--- config.mk ---
export PLATFORM = sky130hd
export DESIGN_NAME = alu_operand_stage
export DESIGN_NICKNAME = d
export VERILOG_FILES = /design/src/rtl/alu_op_pkg.sv /design/src/rtl/regfile4.sv /design/src/rtl/alu_operand_stage.sv
export SDC_FILE = /design/constraint.sdc
export NUM_CORES = 1
export LEC_CHECK = 0
export ABC_AREA = 1
export CORE_MARGIN = 5
export CORE_UTILIZATION = 57
export CTS_CLUSTER_SIZE = 20
export DETAILED_ROUTE_END_ITERATION = 10
export HOLD_SLACK_MARGIN = 0.15
export PLACE_DENSITY = 0.93
export SETUP_SLACK_MARGIN = 0.2
export SYNTH_ARGS = -nofsm -noshare
export SYNTH_HDL_FRONTEND = slang
export SYNTH_SLANG_ARGS = --single-unit
--- constraint.sdc ---
create_clock -name clk -period 2 [get_ports clk]
set_clock_uncertainty 0.2 [all_clocks]
set_input_delay 0.6 -clock clk [delete_from_list [all_inputs] [get_ports clk]]
set_output_delay 0.6 -clock clk [all_outputs]
set_load 0.05 [all_outputs]
--- src/rtl/alu_op_pkg.sv ---
// alu_op_pkg: shared constants for the ALU operand stage.
//   DEF_DATA_W   default register/operand width
//   OP_W         ALU op-code width
//   REG_A..REG_D one-hot register selects, bit order DCBA
//   is_onehot4() true when exactly one bit of a nibble is set
package alu_op_pkg;

    localparam int DEF_DATA_W = 8;
    localparam int OP_W       = 4;

    localparam logic [3:0] REG_A = 4'b0001;
    localparam logic [3:0] REG_B = 4'b0010;
    localparam logic [3:0] REG_C = 4'b0100;
    localparam logic [3:0] REG_D = 4'b1000;

    function automatic logic is_onehot4(input logic [3:0] v);
        return (v != 4'd0) && ((v & (v - 4'd1)) == 4'd0);
    endfunction

endpackage

--- src/rtl/regfile4.sv ---
// regfile4: four-entry register file (A..D) addressed by one-hot selects.
//   clk, rst_n            clock, async active-low reset (entries -> RST_VAL)
//   wr_en, wr_sel, wr_data one write port; wr_sel must already be one-hot
//   rd_sel_a / rd_data_a  combinational read port, 0 on a non-one-hot select
//   rd_sel_b / rd_data_b  second combinational read port, same rules
module regfile4
    import alu_op_pkg::*;
#(
    parameter int                DATA_W  = DEF_DATA_W,
    parameter logic [DATA_W-1:0] RST_VAL = '0
) (
    input  logic              clk,
    input  logic              rst_n,
    input  logic              wr_en,
    input  logic [3:0]        wr_sel,
    input  logic [DATA_W-1:0] wr_data,
    input  logic [3:0]        rd_sel_a,
    output logic [DATA_W-1:0] rd_data_a,
    input  logic [3:0]        rd_sel_b,
    output logic [DATA_W-1:0] rd_data_b
);

    logic [DATA_W-1:0] regs [4];

    for (genvar i = 0; i < 4; i++) begin : g_reg
        always_ff @(posedge clk or negedge rst_n) begin
            if (!rst_n)
                regs[i] <= RST_VAL;
            else if (wr_en && wr_sel[i])
                regs[i] <= wr_data;
        end
    end

    // Full-nibble decode so zero-hot and multi-hot selects read as 0.
    always_comb begin
        rd_data_a = '0;
        case (rd_sel_a)
            REG_A:   rd_data_a = regs[0];
            REG_B:   rd_data_a = regs[1];
            REG_C:   rd_data_a = regs[2];
            REG_D:   rd_data_a = regs[3];
            default: rd_data_a = '0;
        endcase
    end

    always_comb begin
        rd_data_b = '0;
        case (rd_sel_b)
            REG_A:   rd_data_b = regs[0];
            REG_B:   rd_data_b = regs[1];
            REG_C:   rd_data_b = regs[2];
            REG_D:   rd_data_b = regs[3];
            default: rd_data_b = '0;
        endcase
    end

endmodule

--- src/rtl/alu_operand_stage.sv ---
// alu_operand_stage: register-file read stage between the ALU decoder and
// the ALU execute stage. Reads two operands by one-hot select, latches them
// with the op code into a single valid/ready output register, and accepts
// one-hot writeback from the execute stage.
//   clk, rst_n        clock, async active-low reset
//   in_valid/in_ready decoder handshake; in_code, in_regsel = {sel1, sel2}
//   wb_en/wb_sel/wb_data one-hot writeback into the register file
//   out_valid/out_ready ALU handshake; out_code, out_opa, out_opb, out_dst
//   sel_err/err_clr   sticky non-one-hot select/writeback flag and its clear
// Build option: define ALU_OPSTAGE_BYPASS_EN to forward same-cycle writeback
// data into the operands instead of stalling the read for one cycle.
module alu_operand_stage
    import alu_op_pkg::*;
#(
    parameter int                DATA_W  = DEF_DATA_W,
    parameter logic [DATA_W-1:0] RST_VAL = '0
) (
    input  logic              clk,
    input  logic              rst_n,
    input  logic              in_valid,
    output logic              in_ready,
    input  logic [OP_W-1:0]   in_code,
    input  logic [7:0]        in_regsel,
    input  logic              wb_en,
    input  logic [3:0]        wb_sel,
    input  logic [DATA_W-1:0] wb_data,
    output logic              out_valid,
    input  logic              out_ready,
    output logic [OP_W-1:0]   out_code,
    output logic [DATA_W-1:0] out_opa,
    output logic [DATA_W-1:0] out_opb,
    output logic [3:0]        out_dst,
    output logic              sel_err,
    input  logic              err_clr
);

    logic [3:0]        sel1, sel2;
    logic              wb_ok, hazard, xfer, err_set;
    logic [DATA_W-1:0] rd_a, rd_b, opa_nxt, opb_nxt;

    assign sel1  = in_regsel[7:4];
    assign sel2  = in_regsel[3:0];
    assign wb_ok = wb_en && is_onehot4(wb_sel);

    regfile4 #(
        .DATA_W  (DATA_W),
        .RST_VAL (RST_VAL)
    ) u_rf (
        .clk       (clk),
        .rst_n     (rst_n),
        .wr_en     (wb_ok),
        .wr_sel    (wb_sel),
        .wr_data   (wb_data),
        .rd_sel_a  (sel1),
        .rd_data_a (rd_a),
        .rd_sel_b  (sel2),
        .rd_data_b (rd_b)
    );

`ifdef ALU_OPSTAGE_BYPASS_EN
    // Equality with a one-hot wb_sel implies the read select is one-hot too.
    assign hazard  = 1'b0;
    assign opa_nxt = (wb_ok && (sel1 == wb_sel)) ? wb_data : rd_a;
    assign opb_nxt = (wb_ok && (sel2 == wb_sel)) ? wb_data : rd_b;
`else
    // Stall the read one cycle; the decoder holds and retries after the write.
    assign hazard  = in_valid && wb_ok && ((wb_sel & (sel1 | sel2)) != 4'd0);
    assign opa_nxt = rd_a;
    assign opb_nxt = rd_b;
`endif

    assign in_ready = (!out_valid || out_ready) && !hazard;
    assign xfer     = in_valid && in_ready;

    always_ff @(posedge clk or negedge rst_n) begin
        if (!rst_n) begin
            out_valid <= 1'b0;
            out_code  <= '0;
            out_opa   <= '0;
            out_opb   <= '0;
            out_dst   <= '0;
        end else if (xfer) begin
            out_valid <= 1'b1;
            out_code  <= in_code;
            out_opa   <= opa_nxt;
            out_opb   <= opb_nxt;
            out_dst   <= sel1;
        end else if (out_ready) begin
            out_valid <= 1'b0;
        end
    end

    // Bad read selects only count when the entry is actually taken.
    assign err_set = (xfer && !(is_onehot4(sel1) && is_onehot4(sel2)))
                   || (wb_en && !is_onehot4(wb_sel));

    always_ff @(posedge clk or negedge rst_n) begin
        if (!rst_n)
            sel_err <= 1'b0;
        else if (err_set)
            sel_err <= 1'b1;
        else if (err_clr)
            sel_err <= 1'b0;
    end

endmodule

# == Word-level counts from Yosys, hierarchy flattened ==
# Index checks and enable logic that the tools add are counted.
# word_totals
inputBits,30
output_inout_bits,27
regBits,58
word_cells,62
# op_classes
muxes,6
n_bitwise,5
n_reduce_logical,30
n_eq_ne,8
n_addsub,3
# op_table
op,count
8-bit one-hot mux with 4 select lines,2
4-bit bitwise AND,4
4-bit nonzero test,4
1-bit logical AND,15
4-bit logical NOT,3
4-bit by 1-bit subtractor with 4-bit output (second input constant),3
4-bit by 1-bit == test with 1-bit output (second input constant),2
4-bit by 2-bit == test with 1-bit output (second input constant),2
4-bit by 3-bit == test with 1-bit output (second input constant),2
4-bit == test (second input constant),2
1-bit logical NOT,4
1-bit two-way mux,4
4-bit OR,1
2-bit nonzero test,2
1-bit logical OR,2

# == Longest topological paths before layout ==
# Gate-level depths: netlist of the first run.
# logic_depth
word_depth,13
depth_mapped,11
depth_no_buf,10

# == By module ==
# A second synthesis of the first run with hierarchy kept.
# hier_totals
cells_unflattened,437
area_unflattened_um2,3199.3
# by_module_without_submodules
mod,seq_area_each_um2,n_inst,area_each_um2,cells_per_inst
regfile4,800.8,1,1919.3,280
alu_operand_stage,650.6,1,1280.0,157

# == Worst setup path before layout of the first run ==
# Ideal clock, no wire load.
# synth_path
kind,input port to output port
from,input in_regsel[5]
to,output in_ready
stages,5
slack_ps,-871
n_path_buf,0
required_ps,1200
t_arrival_ps,2071
path_cell_list,o21ai_0 -> nand2_1 -> nor2_1 -> nor2_1 -> a21boi_0
# synth_between
elab_chain_len,6
# synth_rtl
element,line,source
from (decl),alu_operand_stage.sv:23,"input logic [7:0] in_regsel,"
4-bit OR,alu_operand_stage.sv:67,assign hazard = in_valid && wb_ok && ((wb_sel & (sel1 | sel2)) != 4'd0);
4-bit bitwise AND,alu_operand_stage.sv:67,
4-bit nonzero test,alu_operand_stage.sv:67,
1-bit logical AND,alu_operand_stage.sv:67,
1-bit logical NOT,alu_operand_stage.sv:72,assign in_ready = (!out_valid || out_ready) && !hazard;
1-bit logical AND,alu_operand_stage.sv:72,
to (decl),alu_operand_stage.sv:21,"output logic in_ready,"
# No other way between the ends.

# == Final worst setup path of the first run ==
# layout_path
from,input wb_sel[2]
to,output in_ready
# layout_between
elab_chain_len,9
elab_cells_between_ends,12
classes_between,1 x add/sub; 2 x bitwise; 9 x reduce/logical
# layout_rtl
element,line,source
from (decl),alu_operand_stage.sv:25,"input logic [3:0] wb_sel,"
4-bit by 1-bit subtractor with 4-bit output,alu_op_pkg.sv:17,return (v != 4'd0) && ((v & (v - 4'd1)) == 4'd0);
4-bit bitwise AND,alu_op_pkg.sv:17,
4-bit logical NOT,alu_op_pkg.sv:17,
1-bit logical AND,alu_op_pkg.sv:17,
1-bit logical AND,alu_operand_stage.sv:43,assign wb_ok = wb_en && is_onehot4(wb_sel);
1-bit logical AND,alu_operand_stage.sv:67,
1-bit logical AND (*),alu_operand_stage.sv:67,
1-bit logical NOT (*),alu_operand_stage.sv:72,
1-bit logical AND (*),alu_operand_stage.sv:72,
# Every way passes the cells marked *; elsewhere a longest branch is shown, timed or not.

==> results.txt, run 1 <==
wire per inst -> 24.2 um
min-delay worst type -> reg -> reg
total grt overflow -> 0
DR vias -> 4,071
Tcrit/Tclk final -> 113%
Final Slew Violations -> 0
worst-path fanout max -> 4
I/O Buffers -> 56
Net Sw Power -> 1.53 mW
RSZ-0062 raised after global routing -> yes
Chip Width -> 85.1 um
Gate power share -> 33.0%
Fmax achieved -> 0.442 GHz
family with the most delay on the worst path -> simple AND/OR/NAND/NOR gates
Finished Core Util -> 91.2%
max incr delay on CP -> 150 ps
largest net degree at the start of global routing -> 59
worst vdd ir -> 0.690 mV
clk slew on worst S/H paths -> 60 ps
Clk pwr share -> 26.1%
H-tree lvl count -> 3
DIE AREA -> 7240 sq um
Max Cap Viol -> 0
CP Capture Type -> primary output
detailed placement HPWL -> 7.21 mm
Clock Path Buffers -> 2
LEAKAGE -> 2.58 nW
first-pass GRT wire length -> 17.7 mm
Final Hold Viols -> 0
Mapped Nets -> 465
Post-Syn Area per Cell -> 7.39 sq um
Seq pwr share -> 40.9%
kind of critical path -> in -> out
PD cells -> 815 nW/um^2
clk sinks -> 58
ranking of synthesized cells by area -> dfrtp_1 45%, nand2_1 18%, nand4_1 17%, inv_1 6.8%, o21ai_0 5.8%
# rows -> 27
Detail Route Antenna Nets -> 0
area delta synth->final -> 56.2%
setup TNS -> -261 ps
Final Setup Violations -> 1
Die H -> 85.1 um
DR vias/cell -> 6.90
status -> complete, but fails checks
crit path DAT -> 1460 ps
Clk Latency, worst-skew pair -> 360 ps
CTS Root Cell -> clkbuf_8
Total Wirelength -> 14.3 mm
sequential-to-total area share from yosys stat -> 45.1%
Placed Cells -> 565
biggest area consumer among synthesized cells -> dfrtp_1
violated checks -> setup timing
WHS -> 346 ps
post-synth top area share -> 45.1%
Least-Margin Pin Slew -> 327 ps
vias in the first global route -> 3,628
core area -> 5510 sq um
GRT Util Overall -> 30.6%
final non-filler cell total -> 590
nets@finish -> 544
synthesized cell area -> 3220 sq um
CTS tree -> yes
GPL Wtd Cong -> 0.939
Top Ports -> 57
CP cell instances -> buf_6, inv_4, nand2_4, nand2_2, nand2_2, nand2_2, nor2_4, a21boi_4, buf_12
share of layout cells above drive strength 1 -> 31.5%
CP required -> 1200 ps
Antenna Cells -> 0
final setup margin -> -261 ps
Slew Limit Headroom -> 78.2%
Power Internal -> 2.57 mW
Yosys cell types -> 20
initial antenna violation count -> 0
Syn Inst Count -> 435
#FFs+latches synth -> 58
worst path buffer plus inverter count -> 3
Switching Fraction -> 37.2%
Worst path most repeated cell -> nand2_2
Syn. warnings -> 0
drt first pass iters -> 11
CP Launch Type -> primary input
Initial Util -> 58.4%
initial DRC count -> 705
Worst path slowest cell -> buf_12
cts bufs inserted -> 9
Period minus WS final -> 2260 ps
DRC Markers -> 0
[flip-flops by register name, indices dropped and copies added, names as in the netlist]
register	cells
out_code	4
out_dst	4
out_opa	8
out_opb	8
out_valid	1
sel_err	1
u_rf.regs	32
[synthesized netlist by cell type, drive strengths merged]
| library cell | count |
|---|---|
| nand4 | 89 |
| xnor2 | 1 |
| a21boi | 1 |
| buf | 18 |
| nand3 | 2 |
| a22oi | 1 |
| clkbuf | 7 |
| a21oi | 1 |
| nor2 | 8 |
| dfrtp | 58 |
| o21ai | 37 |
| nand2 | 153 |
| inv | 59 |
[tightest hold or removal path, stage by stage (launching register included)]
cell and delay (ps):
dfrtp_1 390, nand2_1 60, o21ai_0 60
[path summary, 6_finish.rpt]
path                         startpoint      endpoint  slack [ps]  cells past startpoint
max                           wb_sel[2]      in_ready        -260                      9
min                        u_rf.regs[5]  u_rf.regs[5]         350                      2
max reg2reg                   out_valid    out_opa[2]         210                      6
min reg2reg                u_rf.regs[5]  u_rf.regs[5]         350                      2
max in group asynchronous         rst_n  u_rf.regs[7]         720                      3
min in group asynchronous         rst_n    out_dst[2]         590                      3
[layer usage]
layer / routed length (um) / part of all wire [%] / GRT usage (%) / up-vias
met2: 6540 / 46 / 52.0 / 460
met3: 1740 / 12 / 8.54 / 169
met1: 4710 / 33 / 35.7 / 1819
met4: 1280 / 9.0 / 14.0 / 0
met5: 0 / 0 / 0 / -
li1: - / - / - / 1623
[stage by stage]
step | area (sq um) | power, mW | worst slack (ps)
final | 5020 | 4.10 | -261
after CTS | 4560 | 3.80 | -264
after detailed placement | 4350 | 2.75 | -643
after floorplan | 3240 | 2.11 | -92.6
after global routing | 5020 | 4.19 | -285
after global placement | 4350 | 2.69 | -569
[area by class of cell]
class / count / area [sq um]
Sequential cell: 58 / 1450
Clock buffer: 12 / 145
Timing Repair Buffer: 93 / 1340
Multi-Input combinational cell: 293 / 1730
Fill cell: 200 / 483
Inverter: 59 / 226
Clock inverter: 3 / 40.0
Tap cell: 72 / 90.1
[layout by cell type (no fill, tap or decap), types with 2 or more instances in the layout]
cell | Yosys | routed
buf_12 | 0 | 38
buf_2 | 16 | 5
buf_4 | 0 | 16
buf_6 | 2 | 10
buf_8 | 0 | 2
clkbuf_1 | 6 | 2
clkbuf_16 | 0 | 4
clkbuf_8 | 0 | 10
clkdlybuf4s50_1 | 0 | 13
clkinv_2 | 0 | 2
dfrtp_1 | 58 | 56
dfrtp_2 | 0 | 2
dlygate4sd2_1 | 0 | 3
inv_1 | 58 | 55
inv_2 | 1 | 2
inv_4 | 0 | 2
nand2_1 | 151 | 98
nand2_2 | 2 | 33
nand2_4 | 0 | 21
nand4_1 | 89 | 89
nor2_2 | 4 | 3
nor2_4 | 1 | 4
o21ai_0 | 37 | 32
o21ai_2 | 0 | 3
[cells by family after synthesis]
kind of cell           count (synthesis)  synth area share (%)
flip-flops                            58                  45.1
buffers and inverters                 84                  10.9
AO/OA/AOI/OAI                         40                  6.38
XOR/XNOR                               1                 0.272
AND/OR/NAND/NOR                      252                  37.3
[power by group through the flow]
stage	Clock (mW)	Combinational [mW]	Sequential, mW
global route	1.10	1.41	1.68
CTS	1.03	1.16	1.61
finish	1.07	1.35	1.67
floorplan	0	0.357	1.75
global placement	0	1.08	1.61
detailed placement	0	1.13	1.62
[timing repair]
| item | in CTS | in global routing |
|---|---|---|
| setup buffers | 0 | 3 |
| resized for setup | 63 | 99 |
| cloned | 1 | 5 |
| hold buffers | 1 | 0 |
| endpoints found under the hold margin | 58 | 0 |
| pin swaps | 10 | 20 |
| endpoints found under the setup margin | 59 | 55 |
No activity file was read; power rests on OpenSTA's default activity.
==> run 2: changes to the inputs <==
Settings changed: CORE_UTILIZATION 57 to 45, PLACE_DENSITY 0.93 to 0.78.
==> results.txt, run 2 (synthesis gave the netlist of run 1 again) <==
Detail Route Antenna Nets -> 0 (unchanged)
drt first pass iters -> 5 (was 11)
I/O Buffers -> 56 (unchanged)
Fmax achieved -> 0.452 GHz (was 0.442 GHz)
Power Total -> 4.11 mW (was 4.10 mW)
vias in the first global route -> 3,207 (was 3,628)
wire per inst -> 16.1 um (was 24.2 um)
cts bufs inserted -> 9 (unchanged)
clk sinks -> 58 (unchanged)
family with the most delay on the worst path -> simple AND/OR/NAND/NOR gates (unchanged)
most frequent cells in the layout -> 114 x nand2_1, 89 x nand4_1, 58 x dfrtp_1 (was 98 x nand2_1, 89 x nand4_1, 56 x dfrtp_1)
worst vdd ir -> 0.637 mV (was 0.690 mV)
Top Ports -> 57 (unchanged)
worst path buffer plus inverter count -> 3 (unchanged)
first-pass GRT wire length -> 15.3 mm (was 17.7 mm)
CP cell instances -> buf_8, inv_2, nand2_2, nand2_1, nand2_1, nand2_2, nor2_4, a21boi_4, buf_12 (was buf_6, inv_4, nand2_4, nand2_2, nand2_2, nand2_2, nor2_4, a21boi_4, buf_12)
kind of critical path -> in -> out (unchanged)
DR vias -> 3,412 (was 4,071)
Worst path slowest cell -> a21boi_4 (was buf_12)
CP Launch Type -> primary input (unchanged)
crit path DAT -> 1410 ps (was 1460 ps)
final setup margin -> -211 ps (was -261 ps)
GPL Wtd Cong -> 0.851 (was 0.939)
area delta synth->final -> 51.5% (was 56.2%)
leading cell type in the layout, fill and taps excluded -> nand2_1 (unchanged)
CP Capture Type -> primary output (unchanged)
initial DRC count -> 372 (was 705)
Most flops, register -> u_rf.regs (unchanged)
DR vias/cell -> 5.60 (was 6.90)
PD cells -> 844 nW/um^2 (was 815 nW/um^2)
Final Hold Viols -> 0 (unchanged)
status -> complete, but fails checks (unchanged)
min-delay worst type -> reg -> reg (unchanged)
LEAKAGE -> 2.49 nW (was 2.58 nW)
Slew Limit Headroom -> 78.8% (was 78.2%)
Final Setup Violations -> 1 (unchanged)
DIE AREA -> 8940 sq um (was 7240 sq um)
share of layout cells above drive strength 1 -> 27.9% (was 31.5%)
fillers -> 518 (was 200)
CTS Root Cell -> clkbuf_8 (unchanged)
total grt overflow -> 0 (unchanged)
Clk Latency, worst-skew pair -> 340 ps (was 360 ps)
nets@finish -> 538 (was 544)
Finished Core Util -> 70.9% (was 91.2%)
max FFs per register -> 32 (unchanged)
core area -> 6870 sq um (was 5510 sq um)
clk slew on worst S/H paths -> 60 ps (about the same)
# rows -> 30 (was 27)
Chip Width -> 94.5 um (was 85.1 um)
CTS tree -> yes (unchanged)
largest net degree at the start of global routing -> 59 (unchanged)
Total Wirelength -> 9.80 mm (was 14.3 mm)
Antenna Cells -> 0 (unchanged)
Final Slew Violations -> 0 (unchanged)
CP required -> 1200 ps (about the same)
biggest regs -> u_rf.regs x32, out_opa x8, out_opb x8 (unchanged)
Tcrit/Tclk final -> 111% (was 113%)
Least-Margin Pin Slew -> 318 ps (was 327 ps)
RSZ-0062 raised after global routing -> yes (unchanged)
GRT Util Overall -> 21.5% (was 30.6%)
r2r setup slk -> 330 ps (was 210 ps)
initial antenna violation count -> 0 (unchanged)
Die H -> 94.5 um (was 85.1 um)
H-tree lvl count -> 3 (unchanged)
Initial Util -> 46.8% (was 58.4%)
Max Cap Viol -> 0 (unchanged)
Clock Path Buffers -> 2 (unchanged)
worst-path fanout max -> 4 (unchanged)
detailed placement HPWL -> 6.65 mm (was 7.21 mm)
DRC Markers -> 0 (unchanged)
Period minus WS final -> 2210 ps (was 2260 ps)
max incr delay on CP -> 170 ps (was 150 ps)
violated checks -> setup timing (unchanged)
run 2: metal layers:
metal  wire (um)  global-route usage [%]  up-vias  part of all wire (%)
li1            -                       -     1613                     -
met1        4090                    28.2     1590                    42
met2        4780                    35.2      184                    49
met3         737                    3.43       25                   7.5
met4         189                    9.01        0                   1.9
met5           0                       0        -                     0
run 2: metrics by stage:
step	cell area (sq um)	TNS, ps	instances	hold WS (ps)	setup slack, ps
floorplan	3240	-92.6	435	104	-92.6
global placement	4370	-24940	587	308	-583
detailed placement	4370	-28180	587	317	-629
CTS	4610	-190	605	332	-190
global route	4870	-240	609	362	-240
finish	4870	-211	609	331	-211
run 2: worst paths after layout:
| kind | startpoint | endpoint | cells after the start |
|---|---|---|---|
| max | wb_sel[3] | in_ready | 9 |
| min | u_rf.regs[0] | u_rf.regs[0] | 2 |
| max reg2reg | out_valid | out_opb[7] | 6 |
| min reg2reg | u_rf.regs[0] | u_rf.regs[0] | 2 |
| max in group asynchronous | rst_n | u_rf.regs[3] | 3 |
| min in group asynchronous | rst_n | out_code[1] | 3 |
run 2: report_power, final:
| group | total (mW) | leakage, nW | switching [mW] | internal (mW) |
|---|---|---|---|---|
| Clock | 1.26 | 0.119 | 0.461 | 0.801 |
| Sequential | 1.64 | 0.740 | 0.253 | 1.38 |
| Combinational | 1.21 | 1.63 | 0.661 | 0.553 |
| Total | 4.11 | 2.49 | 1.37 | 2.74 |
run 2: layout make-up:
cell class	instances	area (sq um)	share of cell area [%]
repair buffers	87	1220	25.1
flip-flops and latches	58	1450	29.8
clock inverters	4	72.6	1.49
inverters	59	221	4.55
clock buffers	12	165	3.39
well taps	96	120	2.47
multi-input cells	293	1620	33.2
run 2: worst reg2reg max path, delay by kind of cell, from the launching register on:
kind                   cells  cell delay [ps]
buffers and inverters      2              520
flip-flops                 1              420
AND/OR/NAND/NOR            4              410
run 2: repair_timing:
| action | in CTS | in global routing |
|---|---|---|
| hold endpoints to repair | 58 | 0 |
| pin swaps | 16 | 5 |
| gates resized for setup | 70 | 59 |
| hold buffers | 1 | 0 |
| setup buffers | 1 | 1 |
| setup endpoints to repair | 59 | 56 |
| gates cloned | 0 | 3 |
==> run 3: changes to the inputs <==
Settings changed: CAP_MARGIN set to 20, RECOVER_POWER set to 100.
==> results.txt, run 3 (synthesis gave the netlist of run 1 again) <==
vias in the first global route -> 3,207 (unchanged)
DRC Markers -> 0 (unchanged)
initial DRC count -> 287 (was 372)
wire per inst -> 16.3 um (was 16.1 um)
detailed placement HPWL -> 6.65 mm (unchanged)
Gate power share -> 25.5% (was 29.5%)
reg2reg path depth -> 6 (unchanged)
Period minus WS final -> 2200 ps (was 2210 ps)
H-tree lvl count -> 3 (unchanged)
LEAKAGE -> 2.34 nW (was 2.49 nW)
worst path buffer plus inverter count -> 3 (unchanged)
metal3 WL -> 785 um (was 737 um)
Reg-to-Reg End -> out_dst[2] (was out_opb[7])
CTS Root Cell -> clkbuf_8 (unchanged)
GRT Util Overall -> 21.5% (unchanged)
kind of critical path -> in -> out (unchanged)
Fmax achieved -> 0.454 GHz (was 0.452 GHz)
violated checks -> setup timing (unchanged)
Initial Util -> 46.8% (unchanged)
CP cell instances -> buf_8, inv_2, nand2_2, nand2_1, nand2_1, nand2_2, nor2_4, a21boi_4, buf_12 (unchanged)
Power Internal -> 2.51 mW (was 2.74 mW)
met2 wire len -> 4.81 mm (was 4.78 mm)
Top Ports -> 57 (unchanged)
CTS tree -> yes (unchanged)
total grt overflow -> 0 (unchanged)
DR vias/cell -> 5.54 (was 5.60)
area delta synth->final -> 35.9% (was 51.5%)
Switching Fraction -> 34.6% (was 33.4%)
max FFs per register -> 32 (unchanged)
Clock Path Buffers -> 2 (unchanged)
Final Hold Viols -> 0 (unchanged)
PD cells -> 879 nW/um^2 (was 844 nW/um^2)
Detail Route Antenna Nets -> 0 (unchanged)
# rows -> 30 (unchanged)
CP Launch Type -> primary input (unchanged)
Top Metal Used -> met4 (unchanged)
core area -> 6870 sq um (unchanged)
Final Setup Violations -> 1 (unchanged)
CP Capture Point -> in_ready (unchanged)
Net Sw Power -> 1.33 mW (was 1.37 mW)
Die H -> 94.5 um (unchanged)
I/O Buffers -> 56 (unchanged)
family with the most delay on the worst path -> simple AND/OR/NAND/NOR gates (unchanged)
Most flops, register -> u_rf.regs (unchanged)
DIE AREA -> 8940 sq um (unchanged)
WHS -> 275 ps (was 331 ps)
first-pass GRT wire length -> 15.3 mm (unchanged)
CP required -> 1200 ps (about the same)
biggest regs -> u_rf.regs x32, out_opa x8, out_opb x8 (unchanged)
Antenna Cells -> 0 (unchanged)
worst r2r src -> out_valid (unchanged)
Slew Limit Headroom -> 48.1% (was 78.8%)
Total Wirelength -> 9.90 mm (was 9.80 mm)
most frequent cells in the layout -> 120 x nand2_1, 89 x nand4_1, 58 x dfrtp_1 (was 114 x nand2_1, 89 x nand4_1, 58 x dfrtp_1)
largest net degree at the start of global routing -> 59 (unchanged)
CP Capture Type -> primary output (unchanged)
DR vias -> 3,376 (was 3,412)
initial antenna violation count -> 0 (unchanged)
Final Slew Violations -> 0 (unchanged)
Least-Margin Pin Slew -> 778 ps (was 318 ps)
Max Cap Viol -> 0 (unchanged)
r2r setup slk -> 380 ps (was 330 ps)
cts bufs inserted -> 9 (unchanged)
Chip Width -> 94.5 um (unchanged)
Critical Path Stages -> 9 (unchanged)
worst vdd ir -> 0.635 mV (was 0.637 mV)
Seq pwr share -> 41.6% (was 39.8%)
min-delay worst type -> reg -> reg (unchanged)
worst-path fanout max -> 4 (unchanged)
final setup margin -> -204 ps (was -211 ps)
crit path DAT -> 1400 ps (was 1410 ps)
Clk Latency, worst-skew pair -> 340 ps (about the same)
clk slew on worst S/H paths -> 60 ps (about the same)
max incr delay on CP -> 170 ps (about the same)
M1 wire length -> 4.12 mm (was 4.09 mm)
nets@finish -> 538 (unchanged)
Finished Core Util -> 63.6% (was 70.9%)
GPL Wtd Cong -> 0.851 (unchanged)
drt first pass iters -> 5 (unchanged)
leading cell type in the layout, fill and taps excluded -> nand2_1 (unchanged)
clk sinks -> 58 (unchanged)
RSZ-0062 raised after global routing -> yes (unchanged)
start point of the critical path -> wb_sel[3] (unchanged)
share of layout cells above drive strength 1 -> 26.5% (was 27.9%)
Clk pwr share -> 32.9% (was 30.7%)
Tcrit/Tclk final -> 110% (was 111%)
hold_sp -> out_dst[1] (was u_rf.regs[0])
Worst path slowest cell -> a21boi_4 (unchanged)
status -> complete, but fails checks (unchanged)
## run 3: final cells by class
class                           count  area (sq um)
Clock buffer                       12           165
Tap cell                           96           120
Inverter                           59           221
Multi-Input combinational cell    293          1580
Sequential cell                    58          1450
Fill cell                         586          2500
Clock inverter                      4          72.6
Timing Repair Buffer               87           758
## run 3: how the worst min path moves through the flow
| stage | cells past startpoint | slack, ps | end |
|---|---|---|---|
| floorplan | 0 | 100 | out_code[0] |
| global placement | 2 | 310 | u_rf.regs[8] |
| detailed placement | 2 | 320 | u_rf.regs[0] |
| CTS | 2 | 330 | u_rf.regs[0] |
| global route | 2 | 310 | out_dst[1] |
| finish | 2 | 270 | out_dst[1] |
## run 3: through the flow
| step | cell area [sq um] | power [mW] | worst slack (ps) | instances | setup TNS (ps) |
|---|---|---|---|---|---|
| after floorplan | 3240 | 2.11 | -92.6 | 435 | -92.6 |
| after CTS | 4610 | 4.01 | -190 | 605 | -190 |
| final | 4370 | 3.84 | -204 | 609 | -204 |
| after detailed placement | 4370 | 2.74 | -629 | 587 | -28180 |
| after global placement | 4370 | 2.70 | -583 | 587 | -24940 |
| after global routing | 4370 | 4.03 | -240 | 609 | -1740 |
## run 3: worst min-delay path, delay by kind of cell, from the launching register on
kind	cells	cell delay, ps
flops	1	350
simple gates	2	90
## run 3: metal layers
layer	vias to the layer above	GRT usage, %
li1	1608	-
met1	1580	28.2
met2	168	35.2
met3	20	3.43
met4	0	9.01
met5	-	0
## run 3: power groups by stage
stage | clock (mW) | combinational (mW) | sequential (mW)
after CTS | 1.28 | 1.13 | 1.60
after detailed placement | 0 | 1.12 | 1.62
after global placement | 0 | 1.09 | 1.62
final | 1.26 | 0.979 | 1.60
after floorplan | 0 | 0.357 | 1.75
after global routing | 1.34 | 1.07 | 1.62
## run 3: repair_timing
item | in CTS | in global routing
hold endpoints to repair | 58 | 0
cloned | 0 | 3
setup endpoints to repair | 59 | 56
pin swaps | 16 | 5
setup buffers | 1 | 1
hold buffers | 1 | 0
resized for setup | 70 | 59
